**config.mk**
```make
export PLATFORM = sky130hd
export DESIGN_NAME = store_queue_mp
export DESIGN_NICKNAME = d
export VERILOG_FILES = /design/src/rtl/store_queue_mp_pkg.sv /design/src/rtl/store_queue_mp_search.sv /design/src/rtl/store_queue_mp.sv
export SDC_FILE = /design/constraint.sdc
export NUM_CORES = 2
export LEC_CHECK = 0
export CAP_MARGIN = 20
export CORE_ASPECT_RATIO = 0.8
export CORE_MARGIN = 3
export CORE_UTILIZATION = 30
export CTS_CLUSTER_DIAMETER = 80
export DETAILED_ROUTE_END_ITERATION = 8
export GPL_TIMING_DRIVEN = 1
export PLACE_DENSITY = 0.47
export SLEW_MARGIN = 5
export SYNTH_ARGS = -nofsm -noshare
export SYNTH_HDL_FRONTEND = slang
export SYNTH_SLANG_ARGS = --single-unit
```
**constraint.sdc**
```tcl
create_clock -name clock -period 16 [get_ports clock]
set_input_delay 4 -clock clock [delete_from_list [all_inputs] [get_ports clock]]
set_output_delay 4 -clock clock [all_outputs]
set_load 0.01 [all_outputs]
```
**src/rtl/store_queue_mp_pkg.sv**
```systemverilog
// Shared store-queue definitions (package sys_defs).
// Holds the queue entry layout, the default queue depth, the forwarding
// lookup result layout and a byte-enable to bit-mask helper.
package sys_defs;

  localparam int LSQ_SZ = 8;
  localparam int ADDR_W = 32;
  localparam int DATA_W = 32;
  localparam int BE_W   = 4;

  typedef struct packed {
    logic [ADDR_W-1:0] address;
    logic [DATA_W-1:0] data;
    logic [BE_W-1:0]   byte_enable;
  } store_queue_entry_t;

  typedef struct packed {
    logic              hit;
    logic              partial;
    logic [DATA_W-1:0] data;
  } sq_lookup_result_t;

  // Expand a per-byte enable into a per-bit data mask.
  function automatic logic [DATA_W-1:0] be_to_mask(input logic [BE_W-1:0] be);
    logic [DATA_W-1:0] m;
    m = '0;
    for (int b = 0; b < BE_W; b++) begin
      m[b*8 +: 8] = {8{be[b]}};
    end
    return m;
  endfunction

endpackage

```
**src/rtl/store_queue_mp_search.sv**
```systemverilog
// sq_forward_search: combinational youngest-match search for store-to-load
// forwarding.
// Ports:
//   entries_i            entry storage array (indexed by physical slot)
//   head_i               physical slot of the oldest valid entry
//   count_i              number of valid entries
//   lookup_address_i     word-aligned load address
//   lookup_byte_enable_i bytes the load needs
//   result_o             hit / partial / forwarded data (unregistered)
module sq_forward_search
  import sys_defs::*;
#(
  parameter int DEPTH = LSQ_SZ,
  parameter int IDX_W = $clog2(DEPTH),
  parameter int CNT_W = $clog2(DEPTH + 1)
) (
  input  store_queue_entry_t entries_i [DEPTH],
  input  logic [IDX_W-1:0]   head_i,
  input  logic [CNT_W-1:0]   count_i,
  input  logic [ADDR_W-1:0]  lookup_address_i,
  input  logic [BE_W-1:0]    lookup_byte_enable_i,
  output sq_lookup_result_t  result_o
);

  store_queue_entry_t sel;
  logic               found;
  logic [BE_W-1:0]    covered;

  // Walk from oldest to youngest; a later match overwrites an earlier one,
  // so the surviving selection is the youngest matching store.
  always_comb begin
    int               p;
    logic [IDX_W-1:0] pi;
    found = 1'b0;
    sel   = '0;
    for (int i = 0; i < DEPTH; i++) begin
      p = int'(head_i) + i;
      if (p >= DEPTH) p = p - DEPTH;
      pi = IDX_W'(p);
      if ((CNT_W'(i) < count_i) &&
          (entries_i[pi].address == lookup_address_i) &&
          (|(entries_i[pi].byte_enable & lookup_byte_enable_i))) begin
        found = 1'b1;
        sel   = entries_i[pi];
      end
    end
  end

  always_comb begin
    covered          = sel.byte_enable & lookup_byte_enable_i;
    result_o.hit     = found && (covered == lookup_byte_enable_i);
    result_o.partial = found && (covered != lookup_byte_enable_i);
    // Only bytes both requested and written by the selected store are forwarded.
    result_o.data    = found ? (sel.data & be_to_mask(covered)) : '0;
  end

endmodule

```
**src/rtl/store_queue_mp.sv**
```systemverilog
// store_queue_mp: multi-lane in-order store queue with single retire port,
// registered store-to-load forwarding lookup and whole-queue flush.
// Ports:
//   clock, reset                       clock / asynchronous active-high reset
//   flush_i                            discard all entries this cycle
//   enqueue_request_i [ENQ_LANES]      per-lane request, contiguous from lane 0
//   enqueue_store_*_i                  per-lane address / data / byte enables
//   enqueue_accepted_o [ENQ_LANES]     registered per-lane accept pulse
//   free_slots_o                       registered free-entry count
//   dequeue_request_i                  retire request
//   dequeue_store_*_o                  retired entry (held until next retire)
//   dequeue_accepted_o                 registered retire pulse
//   lookup_valid_i/address_i/byte_enable_i  load forwarding query
//   lookup_done_o/hit_o/partial_o/data_o    registered query result
module store_queue_mp
  import sys_defs::*;
#(
  parameter int DEPTH     = LSQ_SZ,
  parameter int ENQ_LANES = 2
) (
  input  logic                               clock,
  input  logic                               reset,
  input  logic                               flush_i,
  input  logic [ENQ_LANES-1:0]               enqueue_request_i,
  input  logic [ENQ_LANES-1:0][ADDR_W-1:0]   enqueue_store_address_i,
  input  logic [ENQ_LANES-1:0][DATA_W-1:0]   enqueue_store_data_i,
  input  logic [ENQ_LANES-1:0][BE_W-1:0]     enqueue_store_byte_enable_i,
  output logic [ENQ_LANES-1:0]               enqueue_accepted_o,
  output logic [$clog2(DEPTH+1)-1:0]         free_slots_o,
  input  logic                               dequeue_request_i,
  output logic [ADDR_W-1:0]                  dequeue_store_address_o,
  output logic [DATA_W-1:0]                  dequeue_store_data_o,
  output logic [BE_W-1:0]                    dequeue_store_byte_enable_o,
  output logic                               dequeue_accepted_o,
  input  logic                               lookup_valid_i,
  input  logic [ADDR_W-1:0]                  lookup_address_i,
  input  logic [BE_W-1:0]                    lookup_byte_enable_i,
  output logic                               lookup_done_o,
  output logic                               lookup_hit_o,
  output logic                               lookup_partial_o,
  output logic [DATA_W-1:0]                  lookup_data_o
);

  localparam int IDX_W = $clog2(DEPTH);
  localparam int CNT_W = $clog2(DEPTH + 1);

  store_queue_entry_t entry_q [DEPTH];

  logic [IDX_W-1:0]     head_q, head_d;
  logic [IDX_W-1:0]     tail_q, tail_d;
  logic [CNT_W-1:0]     count_q, count_d;
  logic [CNT_W-1:0]     free_q, free_d;
  logic [ENQ_LANES-1:0] acc_q, acc_d;
  logic                 deq_acc_q, deq_acc_d;
  store_queue_entry_t   deq_entry_q, deq_entry_d;
  logic                 lk_done_q;
  sq_lookup_result_t    lk_res_q, lk_res_c;

  logic [ENQ_LANES-1:0] wr_en;
  logic [IDX_W-1:0]     wr_idx [ENQ_LANES];
  logic                 will_deq;

  // Modular add with an explicit wrap compare; off never exceeds DEPTH.
  function automatic logic [IDX_W-1:0] wrap_add(input logic [IDX_W-1:0] base, input int off);
    int s;
    s = int'(base) + off;
    if (s >= DEPTH) s = s - DEPTH;
    return IDX_W'(s);
  endfunction

  always_comb begin
    int nreq;
    int avail;
    int k;
    int cnt_next;
    head_d      = head_q;
    tail_d      = tail_q;
    count_d     = count_q;
    free_d      = free_q;
    acc_d       = '0;
    deq_acc_d   = 1'b0;
    deq_entry_d = deq_entry_q;
    wr_en       = '0;
    for (int l = 0; l < ENQ_LANES; l++) wr_idx[l] = '0;

    will_deq = dequeue_request_i && (count_q != '0);

    // Length of the contiguous request prefix starting at lane 0.
    nreq = 0;
    for (int l = 0; l < ENQ_LANES; l++) begin
      if (enqueue_request_i[l] && (nreq == l)) nreq = nreq + 1;
    end

    // A same-cycle retire frees a slot the enqueue may reuse.
    avail    = DEPTH - int'(count_q) + (will_deq ? 1 : 0);
    k        = (nreq < avail) ? nreq : avail;
    cnt_next = int'(count_q) + k - (will_deq ? 1 : 0);

    if (flush_i) begin
      head_d  = '0;
      tail_d  = '0;
      count_d = '0;
      free_d  = CNT_W'(DEPTH);
    end else begin
      for (int l = 0; l < ENQ_LANES; l++) begin
        if (l < k) begin
          acc_d[l]  = 1'b1;
          wr_en[l]  = 1'b1;
          wr_idx[l] = wrap_add(tail_q, l);
        end
      end
      tail_d = wrap_add(tail_q, k);
      if (will_deq) begin
        head_d      = wrap_add(head_q, 1);
        deq_entry_d = entry_q[head_q];
        deq_acc_d   = 1'b1;
      end
      count_d = CNT_W'(cnt_next);
      free_d  = CNT_W'(DEPTH - cnt_next);
    end
  end

  sq_forward_search #(
    .DEPTH (DEPTH),
    .IDX_W (IDX_W),
    .CNT_W (CNT_W)
  ) u_search (
    .entries_i            (entry_q),
    .head_i               (head_q),
    .count_i              (count_q),
    .lookup_address_i     (lookup_address_i),
    .lookup_byte_enable_i (lookup_byte_enable_i),
    .result_o             (lk_res_c)
  );

  // Entry storage is deliberately not reset; validity comes from head/count.
  always_ff @(posedge clock) begin
    for (int l = 0; l < ENQ_LANES; l++) begin
      if (wr_en[l]) begin
        entry_q[wr_idx[l]] <= '{address:     enqueue_store_address_i[l],
                                data:        enqueue_store_data_i[l],
                                byte_enable: enqueue_store_byte_enable_i[l]};
      end
    end
  end

  always_ff @(posedge clock or posedge reset) begin
    if (reset) begin
      head_q      <= '0;
      tail_q      <= '0;
      count_q     <= '0;
      free_q      <= '0;
      acc_q       <= '0;
      deq_acc_q   <= 1'b0;
      deq_entry_q <= '0;
      lk_done_q   <= 1'b0;
      lk_res_q    <= '0;
    end else begin
      head_q      <= head_d;
      tail_q      <= tail_d;
      count_q     <= count_d;
      free_q      <= free_d;
      acc_q       <= acc_d;
      deq_acc_q   <= deq_acc_d;
      deq_entry_q <= deq_entry_d;
      // Lookup sees pre-update contents, so it completes even under flush.
      lk_done_q   <= lookup_valid_i;
      lk_res_q    <= lookup_valid_i ? lk_res_c : '0;
    end
  end

  assign enqueue_accepted_o          = acc_q;
  assign free_slots_o                = free_q;
  assign dequeue_accepted_o          = deq_acc_q;
  assign dequeue_store_address_o     = deq_entry_q.address;
  assign dequeue_store_data_o        = deq_entry_q.data;
  assign dequeue_store_byte_enable_o = deq_entry_q.byte_enable;
  assign lookup_done_o               = lk_done_q;
  assign lookup_hit_o                = lk_res_q.hit;
  assign lookup_partial_o            = lk_res_q.partial;
  assign lookup_data_o               = lk_res_q.data;

endmodule

```
**Word-level counts from Yosys, hierarchy flattened**

Cells that the tools add are included.

- $add $sub $neg: 26
- Equal/unequal tests: 11
- $lt $le $gt $ge: 35
- Div/mod/pow operators: 0
- Shift-type cells: 0
- Multiply operators: 0
- Muxes and demuxes: 81
- Bitwise gates (word level): 22
- Reduce and logical (&&, ||, !) cells: 33

Operators with widths:

| kind | number |
|---|---|
| $bmux 68 s3 | 9 |
| $mux 68 | 20 |
| $bwmux 544 | 2 |
| $mux 544 | 2 |
| $demux 68 s3 | 2 |
| $mux 36 | 8 |
| $eq 32x32->1 | 8 |
| $ge 4x4->1 const B | 19 |
| $mux 32 | 2 |
| $mux 3 | 16 |
| $not 3->4 | 11 |
| $and 4x4->4 | 9 |
| $mux 34 | 1 |
| $sub 3x1->3 const B | 11 |
| $add 4x32->32 | 1 |
| $and 32x32->32 | 1 |
| $ge 32x5->1 const B | 1 |
| $lt 1x32->1 const A | 1 |
| $lt 2x32->1 const A | 1 |
| $lt 32x32->1 | 1 |
| $reduce_or 4->1 | 8 |
| $logic_and 1x1->1 | 22 |
| $add 3x3->4 const B | 4 |
| $lt 3x4->1 const A | 4 |
| 23 further kinds | 44 |

- Output and inout port bits: 110
- Logic and storage cells: 245
- Bits in registers: 664
- Bits in writable memories: 0
- Memories kept: 0
- Input bits: 179
- Bits in latches: 0
- ROM bits: 0

**Depth between registers and ports, before layout**

- Word-level depth: 21
- Mapped depth: 29
- Gate-level depth less buffers: 19

**By module**

A second synthesis with hierarchy kept.

- Cells, all modules: 6,650
- Area, all modules: 61,166.2 um^2

Modules (own cells, without submodules):

| module | cells each | instances | seq. area each (um^2) | area an instance (um^2) |
|---|---|---|---|---|
| store_queue_mp | 3,713 | 1 | 13,868.3 | 31,595.3 |
| sq_forward_search | 2,937 | 1 | 0.0 | 29,570.9 |

**Least setup slack after synthesis**

No wires, ideal clock.

- Path kind: input -> register
- From: in lookup_address_i[7]
- To: reg lk_res_q (netlist bit lookup_hit_o)
- Setup time: 0.120 ns
- Data required time: 15.880 ns
- Slack: 8.876 ns
- Data arrival time: 7.004 ns
- Stages: 13
- Buffers on the path: 1
- Path through: clkbuf_1 nand2b_1 o221ai_1 or4_1 a22oi_1 o211ai_1 nor3_4 nand2_1 and2_1 o21ai_1 a31oi_4 or3_1 and4_1

- Longest elaborated chain between the ends: 15
- Elaborated cells between the ends (all ways): 44
- Classes of those cells: 9 x eq/ne; 17 x mux; 1 x bitwise; 17 x reduce/logical

Ends and longest elaborated chain:

| element | RTL line | RTL |
|---|---|---|
| start: declaration | store_queue_mp.sv:36 | `input logic [ADDR_W-1:0] lookup_address_i,` |
| $eq 32x32->1 | store_queue_mp_search.sv:41 | `(entries_i[pi].address == lookup_address_i) &&` |
| $logic_and 1x1->1 | store_queue_mp_search.sv:40 | `if ((CNT_W'(i) < count_i) &&` |
| $logic_and 1x1->1 | store_queue_mp_search.sv:41 |  |
| $mux 36 (8 in series) | store_queue_mp_search.sv:40 |  |
| $and 4x4->4 | store_queue_mp_search.sv:50 | `covered = sel.byte_enable & lookup_byte_enable_i;` |
| $eq 4x4->1 | store_queue_mp_search.sv:51 | `result_o.hit = found && (covered == lookup_byte_enable_i);` |
| $logic_and 1x1->1 * | store_queue_mp_search.sv:51 |  |
| $mux 34 * | store_queue_mp.sv:168 | `lk_res_q <= lookup_valid_i ? lk_res_c : '0;` |
| end signal: assignment | store_queue_mp.sv:168 |  |
| end: declaration | store_queue_mp.sv:57 | `sq_lookup_result_t lk_res_q, lk_res_c;` |

Mark *: on every way between the ends. The rest lies on a longest branch, timed or not.
A chain may end at the register's enable or synchronous reset.

**Final worst setup path**

- From: in lookup_address_i[21]
- To: reg lk_res_q (netlist bit lookup_data_o[22])

- Longest elaborated chain between the ends: 15
- Elaborated cells between the ends (all ways): 44
- Classes of those cells: 8 x eq/ne; 18 x mux; 2 x bitwise; 16 x reduce/logical

Ends and longest elaborated chain:

| element | RTL line | RTL |
|---|---|---|
| $eq 32x32->1 | store_queue_mp_search.sv:41 |  |
| $logic_and 1x1->1 | store_queue_mp_search.sv:40 |  |
| $logic_and 1x1->1 | store_queue_mp_search.sv:41 |  |
| $mux 36 (8 in series) | store_queue_mp_search.sv:40 |  |
| $and 4x4->4 | store_queue_mp_search.sv:50 |  |
| $and 32x32->32 | store_queue_mp_search.sv:54 | `result_o.data = found ? (sel.data & be_to_mask(covered)) : '0;` |
| $mux 32 * | store_queue_mp_search.sv:54 |  |
| $mux 34 * | store_queue_mp.sv:168 |  |

Marked as above.

==> results.ini <==
[outcome]
status = complete, no violations

[placed_design]
dp_slack_ns = 6.257
io_buffer_count = 288
dpl.hpwl_um = 192700
gp_congestion = 1.131
place_area_um2 = 60740

[worst_setup_path]
crit_fanout = 36
critPathTopFamily = simple AND/OR/NAND/NOR gates
crit_path_max_incr_delay_ns = 0.79
startpoint_type = input pin
endpoint_kind = register
cp.required_ns = 16.67
ff2ff_setup_slack_ns = 7.47
ff2ff_path_depth = 18
crit_buf_inv = 3
cp_num_cells = 14
worstPathCellList = clkdlybuf4s50_1 -> inv_1 -> nor2_1 -> or4_1 -> a22oi_1 -> o211ai_1 -> nor3_4 -> nand2_1 -> buf_4 -> and2_1 -> a21oi_2 -> o21ai_2 -> a211oi_4 -> a21boi_1
critPathArrivalTime_ns = 9.90
r2r-end = lookup_data_o[22]
reg2reg_from = head_q[1]
worstSetupPathType = input pin to register
cp_slowest_cell = clkdlybuf4s50_1

[sta]
max_slew_margin_pct = 12.50
fmax_mhz = 108.3
fin_skew_ns = 0.05225
worst_slack_ns = 6.767
fin_tns_setup_ns = 0
period_share_pct = 57.71
min_period_ns = 9.233
hold_viol_final = 0
rsz0062_at_grt = no
worstMarginPinSlew_ns = 1.305
setup_viol = 0
drv_slew = 0

[clock_tree]
cts.sinks = 663
clk_path_buf_depth = 3
holdBufCountCts = 0
clkTransAtPathRegs_ns = 0.06
post-cts-setup-buffers = 0
htreeDepth = 3
insertion_delay_ns = 0.77
cts_resized = 0
root_buffer = clkbuf_16
cts_tree = built
cts_made_buffers = 88

[pwr]
p_leak_nw = 24.10
power.density_nw_per_um2 = 228.1
p_total_w = 0.01456
vdd_drop_max_v = 0.0001693

[detailed_routing]
drtIter0Drc = 6526
remaining_drc_errors = 0
vias = 51031
wl_per_cell_um = 31.46
vias_per_cell = 6.023
first_pass_iters = 7
routed_wl_um = 266600
ant_nets = 0

[synthesis]
synth-seq-cells = 663
yosysSeqAreaShare_pct = 24.33
synth_cell_types = 103
synth_top_area_cell = mux4_2
synth_edf_count = 0
yosys_warnings = 0
syn_area_per_cell_um2 = 9.401
async_reset_ff_share_pct = 17.95
synth_cells = 6064
ys_top_cells_by_area = mux4_2 (21%), dfxtp_1 (19%), mux2i_1 (16%)
synth_top_area_share_pct = 21.37
synth_ff_type = dfxtp_1
syn_area_um2 = 57010
syn_nets = 6258

[final_layout]
fin_util_pct = 33.91
seq_area_um2 = 13880
stdcell_area_um2 = 63810
multi_input_area_um2 = 39720
layout_commonest_cell = mux2i_1
syn2layout_area_growth_pct = 11.93
final_layout_size_suffix_gt1_share_pct = 17.06
final_cell_mix = mux2i_1 (914), nand2_1 (667), nor2_1 (584), dfxtp_1 (544), mux4_2 (541)
nets = 6058
nFillCells = 19090

[worst_hold_path]
hold_class = register to register
whs_path_depth = 2
worstHoldStart = dequeue_store_data_o[20]
worstHoldEndpoint = dequeue_store_data_o[20]

[die]
die_h_um = 395.9
rows = 142
die_w_um = 493.4
core_area_um2 = 188200
start_util_pct = 30.30
ioPinCount = 289
die_area_um2 = 195300

[global_route]
grt-ovfl-total = 0
grt_pass1_wl_um = 374600
gr-usage-all-layers_pct = 26.43
grt_pass1_vias = 46255
antenna_found_initial = 50
grt_max_degree = 125

[flow_run]
cap_violations = 0

==> cells by family after synthesis <==
kind of cell / Yosys count / share of synthesized area (%)
AOI/OAI and AO/OA: 1209 / 12.88
xor gates and xnor gates: 250 / 3.880
adders and majority gates: 15 / 0.3556
buffers and inverters: 741 / 6.446
DFF: 663 / 24.33
muxes: 1591 / 40.21
and+or+nand+nor: 1595 / 11.90
==> Yosys cell counts (17+ instances only) <==
library cell  number
dfxtp_1          544
xnor2_1          212
nor2_1           586
buf_1            104
nand2b_1          23
and3_1            17
nand4_1           34
nor3_1            37
buf_4             89
a221o_1           21
mux2_2           131
and2_1            22
inv_1             39
clkbuf_1         310
nand3_1          108
o22ai_1           39
nor2b_1           18
dfrtp_1          119
a21oi_1          538
o21ai_0          269
o221ai_1          36
mux4_2           541
buf_2            136
a22oi_1           31
mux2i_1          915
a211oi_1          29
nand2_1          667
a31oi_1           54
buf_6             46
xor2_1            35
==> cell type report <==
type / count / area share [%]
inverter: 53 / 0.3235
tap: 2520 / 4.941
multi-input combinational: 4660 / 62.25
timing repair buffer: 398 / 6.008
clock inverter: 44 / 0.8412
antenna: 16 / 0.06275
sequential: 663 / 21.75
clock buffer: 119 / 3.822
==> tightest hold or removal path: cells and delay by family, from the launching register on <==
family          cells  cell delay (ns)
flops               1             0.34
simple gates        1             0.05
compound gates      1             0.06
==> sequential cells by signal, indices dropped and copies added (netlist names) <==
register / count
entry_q: 544
dequeue_store_address_o: 32
dequeue_store_data_o: 32
lookup_data_o: 32
dequeue_store_byte_enable_o: 4
free_slots_o: 4
count_q: 3
head_q: 3
tail_q: 3
enqueue_accepted_o: 2
dequeue_accepted_o: 1
lookup_done_o: 1
lookup_hit_o: 1
lookup_partial_o: 1
==> worst max path at each step <==
| stage | from | endpoint | slack [ns] |
|---|---|---|---|
| after floorplan | reset | count_q[1] | 8.84 |
| after global placement | lookup_address_i[21] | lookup_data_o[19] | 6.39 |
| after detailed placement | lookup_address_i[21] | lookup_data_o[22] | 6.26 |
| after CTS | lookup_address_i[21] | lookup_data_o[22] | 7.05 |
| after global routing | lookup_address_i[21] | lookup_data_o[20] | 6.79 |
| final | lookup_address_i[21] | lookup_data_o[22] | 6.77 |
==> per-layer routing <==
layer	share of wire (%)	vias up	global-route usage [%]
met5	0.090	-	0
met4	3.2	40	7.553
met3	10	387	6.500
met2	41	2677	37.31
met1	45	25807	39.40
li1	-	22120	-
==> per-stage QoR <==
stage	instances	hold slack, ns
floorplan	6064	0.5139
global placement	8291	0.4659
detailed placement	8292	0.4665
CTS	8455	0.4814
global route	8463	0.4981
finish	8473	0.4759
==> power by group <==
part,switching [W],internal [W]
Combinational,0.00509,0.00387
Clock,0.000882,0.00117
Sequential,0.00113,0.00241
Total,0.00710,0.00745
Power figures use the tool's default switching activity.
